<file path="src/rtl/cam_capture_fmt.sv">
`default_nettype none
// ============================================================================
// Module   : cam_capture_fmt
// Brief    : OV7670 RGB565 capture front end with RGB332/gray/test-bar output,
//            windowing, integer decimation and frame status; drives FB write port.
// Revision : 1.0 - initial release
// ============================================================================
module cam_capture_fmt #(
    parameter int AW       = 17,
    parameter int DW       = 8,
    parameter int SCREEN_X = 160,
    parameter int SCREEN_Y = 120,
    parameter int DECIM    = 1
) (
    input  logic          clk,
    input  logic          rst,
    input  logic          enable,
    input  logic [1:0]    mode,
    input  logic          vsync,
    input  logic          href,
    input  logic [7:0]    px_data,
    output logic [AW-1:0] mem_px_addr,
    output logic [DW-1:0] mem_px_data,
    output logic          px_wr,
    output logic          frame_done,
    output logic [7:0]    frame_cnt,
    output logic          short_frame,
    output logic          overflow,
    output logic          busy
);

    localparam int XW    = $clog2(SCREEN_X + 1);
    localparam int YW    = $clog2(SCREEN_Y + 1);
    localparam int CW    = $clog2(SCREEN_X * SCREEN_Y + 1);
    localparam int BAR_W = SCREEN_X / 8;
    localparam int BPW   = $clog2(BAR_W) + 1;

    localparam logic [1:0]     c_dmask    = 2'(DECIM - 1);
    localparam logic [XW-1:0]  c_sx       = XW'(SCREEN_X);
    localparam logic [YW-1:0]  c_sy       = YW'(SCREEN_Y);
    localparam logic [CW-1:0]  c_total    = CW'(SCREEN_X * SCREEN_Y);
    localparam logic [AW-1:0]  c_row_step = AW'(SCREEN_X);
    localparam logic [BPW-1:0] c_bar_last = BPW'(BAR_W - 1);

    typedef enum logic [0:0] {
        ST_IDLE  = 1'b0,
        ST_FRAME = 1'b1
    } state_t;

    state_t          r_state;
    logic            r_vsync_d, r_href_d;
    logic [1:0]      r_mode;
    logic            r_phase;
    logic [7:0]      r_byte1;
    logic [1:0]      r_src_x, r_src_y;
    logic [XW-1:0]   r_x_out;
    logic [YW-1:0]   r_y_out;
    logic [AW-1:0]   r_row_base;
    logic [CW-1:0]   r_wr_cnt;
    logic [2:0]      r_bar;
    logic [BPW-1:0]  r_bar_px;
    logic [AW-1:0]   r_mem_addr;
    logic [DW-1:0]   r_mem_data;
    logic            r_px_wr, r_frame_done, r_short, r_overflow, r_busy;
    logic [7:0]      r_frame_cnt;

    logic            w_vs_fall, w_vs_rise, w_hr_fall;
    logic            w_byte2, w_keep, w_line_kept, w_in_win, w_write;
    logic [7:0]      w_rgb332, w_gray, w_bar_px, w_pix;
    logic [CW-1:0]   w_wr_total;

    assign w_vs_fall   = r_vsync_d & ~vsync;
    assign w_vs_rise   = ~r_vsync_d & vsync;
    assign w_hr_fall   = r_href_d & ~href;
    assign w_byte2     = (r_state == ST_FRAME) & href & r_phase;
    assign w_line_kept = (r_src_y & c_dmask) == 2'd0;
    assign w_keep      = ((r_src_x & c_dmask) == 2'd0) && w_line_kept;
    assign w_in_win    = (r_x_out < c_sx) && (r_y_out < c_sy);
    assign w_write     = w_byte2 & w_keep & w_in_win;
    assign w_wr_total  = r_wr_cnt + CW'(w_write);

    assign w_rgb332 = {r_byte1[7:5], r_byte1[2:0], px_data[4:3]};
    // The two LSBs of R8 + 2*G8 + B8 are always zero, so summing the pre-shifted
    // terms yields bits [9:2] of the full 10-bit sum exactly.
    assign w_gray = {2'b00, r_byte1[7:3], 1'b0}
                  + {1'b0, r_byte1[2:0], px_data[7:5], 1'b0}
                  + {2'b00, px_data[4:0], 1'b0};

    always_comb begin
        w_bar_px = 8'h00;
        case (r_bar)
            3'd0: w_bar_px = 8'hFF;
            3'd1: w_bar_px = 8'hFC;
            3'd2: w_bar_px = 8'h1F;
            3'd3: w_bar_px = 8'h1C;
            3'd4: w_bar_px = 8'hE3;
            3'd5: w_bar_px = 8'hE0;
            3'd6: w_bar_px = 8'h03;
            default: w_bar_px = 8'h00;
        endcase
    end

    always_comb begin
        w_pix = w_rgb332;
        case (r_mode)
            2'b01:   w_pix = w_gray;
            2'b10:   w_pix = w_bar_px;
            default: w_pix = w_rgb332;
        endcase
    end

    always_ff @(posedge clk or negedge rst) begin
        if (!rst) begin
            r_state      <= ST_IDLE;
            r_vsync_d    <= 1'b0;
            r_href_d     <= 1'b0;
            r_mode       <= 2'b00;
            r_phase      <= 1'b0;
            r_byte1      <= 8'h00;
            r_src_x      <= 2'd0;
            r_src_y      <= 2'd0;
            r_x_out      <= '0;
            r_y_out      <= '0;
            r_row_base   <= '0;
            r_wr_cnt     <= '0;
            r_bar        <= 3'd0;
            r_bar_px     <= '0;
            r_mem_addr   <= '0;
            r_mem_data   <= '0;
            r_px_wr      <= 1'b0;
            r_frame_done <= 1'b0;
            r_frame_cnt  <= 8'h00;
            r_short      <= 1'b0;
            r_overflow   <= 1'b0;
            r_busy       <= 1'b0;
        end else begin
            r_vsync_d    <= vsync;
            r_href_d     <= href;
            r_px_wr      <= 1'b0;
            r_frame_done <= 1'b0;
            case (r_state)
                ST_IDLE: begin
                    if (w_vs_fall && enable) begin
                        r_state    <= ST_FRAME;
                        r_busy     <= 1'b1;
                        r_mode     <= (mode == 2'b11) ? 2'b00 : mode;
                        r_phase    <= 1'b0;
                        r_src_x    <= 2'd0;
                        r_src_y    <= 2'd0;
                        r_x_out    <= '0;
                        r_y_out    <= '0;
                        r_row_base <= '0;
                        r_wr_cnt   <= '0;
                        r_bar      <= 3'd0;
                        r_bar_px   <= '0;
                    end
                end
                default: begin
                    if (href) begin
                        if (!r_phase) begin
                            r_byte1 <= px_data;
                            r_phase <= 1'b1;
                        end else begin
                            r_phase <= 1'b0;
                            r_src_x <= r_src_x + 2'd1;
                            if (w_write) begin
                                r_px_wr    <= 1'b1;
                                r_mem_addr <= r_row_base + AW'(r_x_out);
                                r_mem_data <= DW'(w_pix);
                                r_x_out    <= r_x_out + 1'b1;
                                r_wr_cnt   <= w_wr_total;
                                if (r_bar_px == c_bar_last) begin
                                    r_bar_px <= '0;
                                    r_bar    <= r_bar + 3'd1;
                                end else begin
                                    r_bar_px <= r_bar_px + 1'b1;
                                end
                            end else if (w_keep) begin
                                r_overflow <= 1'b1;
                            end
                        end
                    end else if (w_hr_fall) begin
                        r_phase  <= 1'b0;
                        r_src_x  <= 2'd0;
                        r_src_y  <= r_src_y + 2'd1;
                        r_bar    <= 3'd0;
                        r_bar_px <= '0;
                        // y_out saturates so excess lines cannot wrap back into the window
                        if (w_line_kept) begin
                            r_x_out <= '0;
                            if (r_y_out < c_sy) begin
                                r_y_out    <= r_y_out + 1'b1;
                                r_row_base <= r_row_base + c_row_step;
                            end
                        end
                    end
                    if (w_vs_rise) begin
                        r_frame_done <= 1'b1;
                        r_frame_cnt  <= r_frame_cnt + 8'd1;
                        r_short      <= (w_wr_total != c_total);
                        r_state      <= ST_IDLE;
                        r_busy       <= 1'b0;
                    end
                end
            endcase
        end
    end

    assign mem_px_addr = r_mem_addr;
    assign mem_px_data = r_mem_data;
    assign px_wr       = r_px_wr;
    assign frame_done  = r_frame_done;
    assign frame_cnt   = r_frame_cnt;
    assign short_frame = r_short;
    assign overflow    = r_overflow;
    assign busy        = r_busy;

endmodule
`default_nettype wire

</file>
<file path="config.mk">
export PLATFORM = sky130hd
export DESIGN_NAME = cam_capture_fmt
export DESIGN_NICKNAME = d
export VERILOG_FILES = /design/src/rtl/cam_capture_fmt.sv
export SDC_FILE = /design/constraint.sdc
export NUM_CORES = 1
export LEC_CHECK = 0
export ABC_AREA = 1
export BUFFER_PORTS_ARGS = -buffer_cell sky130_fd_sc_hd__buf_2
export CORE_ASPECT_RATIO = 0.6
export CORE_MARGIN = 2
export CORE_UTILIZATION = 50
export DETAILED_ROUTE_END_ITERATION = 6
export PLACE_DENSITY = 0.75
export SYNTH_ARGS = -nofsm -noshare
export SYNTH_HDL_FRONTEND = slang
export SYNTH_SLANG_ARGS = --single-unit
</file>
<file path="constraint.sdc">
create_clock -name clk -period 2.6 [get_ports clk]
set_input_delay 0 -clock clk [delete_from_list [all_inputs] [get_ports clk]]
set_output_delay 0 -clock clk [all_outputs]
set_load 0.02 [all_outputs]
</file>
==> results.md <==
* Outcome: finished clean
* Placed wire-length estimate after detailed placement at 9160 µm
* Clock root buffer: clkbuf_16
* Global placement routability congestion at 0.891
* Clock sink total at 103
* Startpoint type of the worst setup path: flip-flop
* Top-level I/O count at 53
* Path type of the worst setup path: flip-flop to flip-flop
* Die Y-Extent at 85.1 µm
* Number of failing hold endpoints at the final stage at 0
* Maximum fanout along the worst path at 7
* Worst max-slew margin expressed relative to the limit at 54.5%
* Layout area overhead at 15.4%
* Synth Instances at 644
* Number of nets in the layout at 760
* Largest incremental delay on the critical path at 460 ps
* Worst endpoint required time at 2840 ps
* Post-Route WL at 12500 µm
* Bufs on Longest Clock Path at 2
* CP Data Arrival Time at 2650 ps
* Floorplan die area at 11800 µm²
* Clk_lat worst skew at 350 ps
* Initial antenna violation count at 0
* Final Max Slew Viols at 0
* Power per unit of standard cell area at 1000 nW/µm²
* Number of synthesized flops with an enable pin at 0
* Type of the tightest min-delay check: input pin to flip-flop
* Area share of the leading cell type in the synthesized netlist at 47.1%
* Max Clock Freq at 415 MHz
* Final setup viols at 0
* Vias in the first global route at 4257
* Remaining DRCs at 0
* Register-to-Register Setup Slack at 190 ps
* Maxcap violations at 0
* Synth Warn # at 0
* Worst clock skew at 9.31 ps
* Number of iterations in the first detailed-routing pass at 5
* Async set or reset register ratio after synthesis at 100%
* Leak at 0.00319 µW
* Vias at 4591
* Fraction of layout instances using a drive strength above 1 at 14.7%
* Largest net degree at the start of global routing at 54
* DRT antenna net count at 0
* Total negative slack for setup checks at 0 ps
* Cell depth of the worst flop-to-flop path at 15
* Share of synthesized area occupied by flip-flops and latches at 47.1%
* Antenna Cells at 0
* Maximum level of the CTS H-tree at 3
* Cell taking the most area after synthesis: dfrtp_1
* Cell-by-cell trace of the critical path: nand2_2 -> clkinv_2 -> nand2_4 -> nor2_8 -> ha_1 -> ha_1 -> nand2_1 -> nor2_2 -> nand3_1 -> nand2_1 -> nand3_1 -> nor2_1 -> nand3_1 -> nand2_1 -> nand2_1
* Top area cells in the synthesized netlist: dfrtp_1 (47%), nand2_1 (11%), inv_1 (5.4%)
* GRT Util Overall at 21.8%
* Average size of a mapped cell at 8.50 µm²
* Capture point of the worst reg-to-reg path: short_frame$_DFFE_PN0P_
* Hold path startpoint: enable
* Hold Path Sink: r_state$_DFF_PN0_
* Row count at 29
* Via density per instance at 5.34
* Fraction of the cycle the final worst path needs at 92.7%
* 1st-iter DRT viols at 363
* Port buffer count at 52
* Initial cell density of the core at 51.5%
* Launch point of the worst reg-to-reg path: r_state$_DFF_PN0_
* Commonest non-fill, non-tap cells in the layout: nand2_1 (155), dfrtp_1 (103), inv_1 (79)
* Slew at the pin with the worst max-slew slack at 682 ps
* Wire length per cell at 14.5 µm
* Post-route worst hold slack at 8.51 ps
* Crit end category: flip-flop
* CTS tree: done
* Unrepaired setup endpoints after global routing: false
* Unique masters post-synth at 42
* Die Wd at 139 µm
* Clock-pin slew on the worst setup and hold paths at 70 ps
* Most used flip-flop cell after synthesis: dfrtp_1
* Worst ir drop on vdd at 0.000425 V
* Most common cell after layout, fill and taps aside: nand2_1
* Overflow left after global routing at 0
* First-pass GRT wire length at 20700 µm
* Num CTS Buffers at 9
* Area of the core at 10600 µm²
* Max stage delay cell, worst path: dfrtp_1
* Mapped Nets at 687
* Count of cells along the worst hold path at 5
* Register bit count reported by yosys at 103
* Min Clock Period, post-route at 2410 ps
* Most common cell on crit path: nand2_1
* Summed instance area of the synthesized netlist at 5480 µm²
worst max path at each step:
stage	to	startpoint
global route	short_frame$_DFFE_PN0P_	r_state$_DFF_PN0_
floorplan	short_frame$_DFFE_PN0P_	r_x_out[6]$_DFFE_PN0P_
detailed placement	short_frame$_DFFE_PN0P_	r_x_out[6]$_DFFE_PN0P_
CTS	short_frame$_DFFE_PN0P_	r_x_out[6]$_DFFE_PN0P_
finish	short_frame$_DFFE_PN0P_	r_state$_DFF_PN0_
global placement	short_frame$_DFFE_PN0P_	r_x_out[6]$_DFFE_PN0P_
per-stage QoR:
stage | instance area [µm²] | instances | power (µW) | worst slack, ps | utilization [%]
5_1_grt | 6320 | 860 | 6800 | 5.68 | 59.4
3_3_place_gp | 5900 | 831 | 4930 | 243 | 55.5
2_1_floorplan | 5480 | 644 | 4280 | 179 | -
3_5_place_dp | 5900 | 831 | 5050 | 111 | 55.5
4_1_cts | 6310 | 860 | 6360 | 97.1 | 59.4
6_report | 6320 | 860 | 6350 | 191 | 59.4
routing by layer:
layer,part of all wire [%],global-route usage (%)
met2,44,32.4
met4,1.1,5.60
met5,0,0
met1,48,32.4
met3,6.0,5.14
Yosys cell counts, drive strengths merged (2+ instances only):
| library cell | count |
|---|---|
| a21oi | 24 |
| a2bb2oi | 3 |
| buf | 10 |
| dfrtp | 103 |
| fa | 6 |
| ha | 22 |
| inv | 83 |
| mux2 | 7 |
| nand2 | 161 |
| nand3 | 52 |
| nand4 | 12 |
| nor2 | 64 |
| nor3 | 11 |
| nor4 | 2 |
| o211ai | 2 |
| o21a | 3 |
| o21ai | 49 |
| o22ai | 5 |
| o31ai | 3 |
| xnor2 | 6 |
| xor2 | 10 |
final cells by class:
type / count / area (µm²)
fillers: 931 / 4320
flip-flops and latches: 103 / 2580
multi-input cells: 446 / 2510
repair buffers: 73 / 455
inverters: 84 / 322
clock buffers: 12 / 256
well taps: 139 / 174
clock inverters: 3 / 18.8
registers in the layout (all words and copies together) (netlist names), 2 cells and up:
register,flops
frame_cnt,8
mem_px_addr,17
mem_px_data,8
r_bar,3
r_bar_px,6
r_byte1,8
r_mode,2
r_row_base,12
r_wr_cnt,15
r_x_out,8
r_y_out,7
cell families after synthesis:
family,after synthesis,share of synthesized area (%)
buffers and inverters,95,7.13
AND/OR/NAND/NOR,302,24.9
AO/OA/AOI/OAI,93,9.53
multiplexers,7,1.44
adder cells (fa/ha/maj),28,7.22
flip-flops,103,47.1
XOR/XNOR,16,2.70
timing repair:
action                                  in CTS  in global routing
buffers inserted                             0                  0
endpoints found under the setup margin       0                  1
resized for setup                            0                  3
hold buffers                                14                  0
hold endpoints to repair                    63                  0
power breakdown:
group	internal [µW]	leakage (µW)	switching, µW
registers	2140	0.00134	475
logic	908	0.00171	1550
clock network	696	0.000138	577
total	3740	0.00319	2600
critical path: cells and delay by family, from the launching register on:
family	cells	cell delay (ps)
buffers and inverters	1	130
adders and majority gates	2	380
DFF	1	460
and+or+nand+nor	12	1320
(Power assumes the default switching activity.)
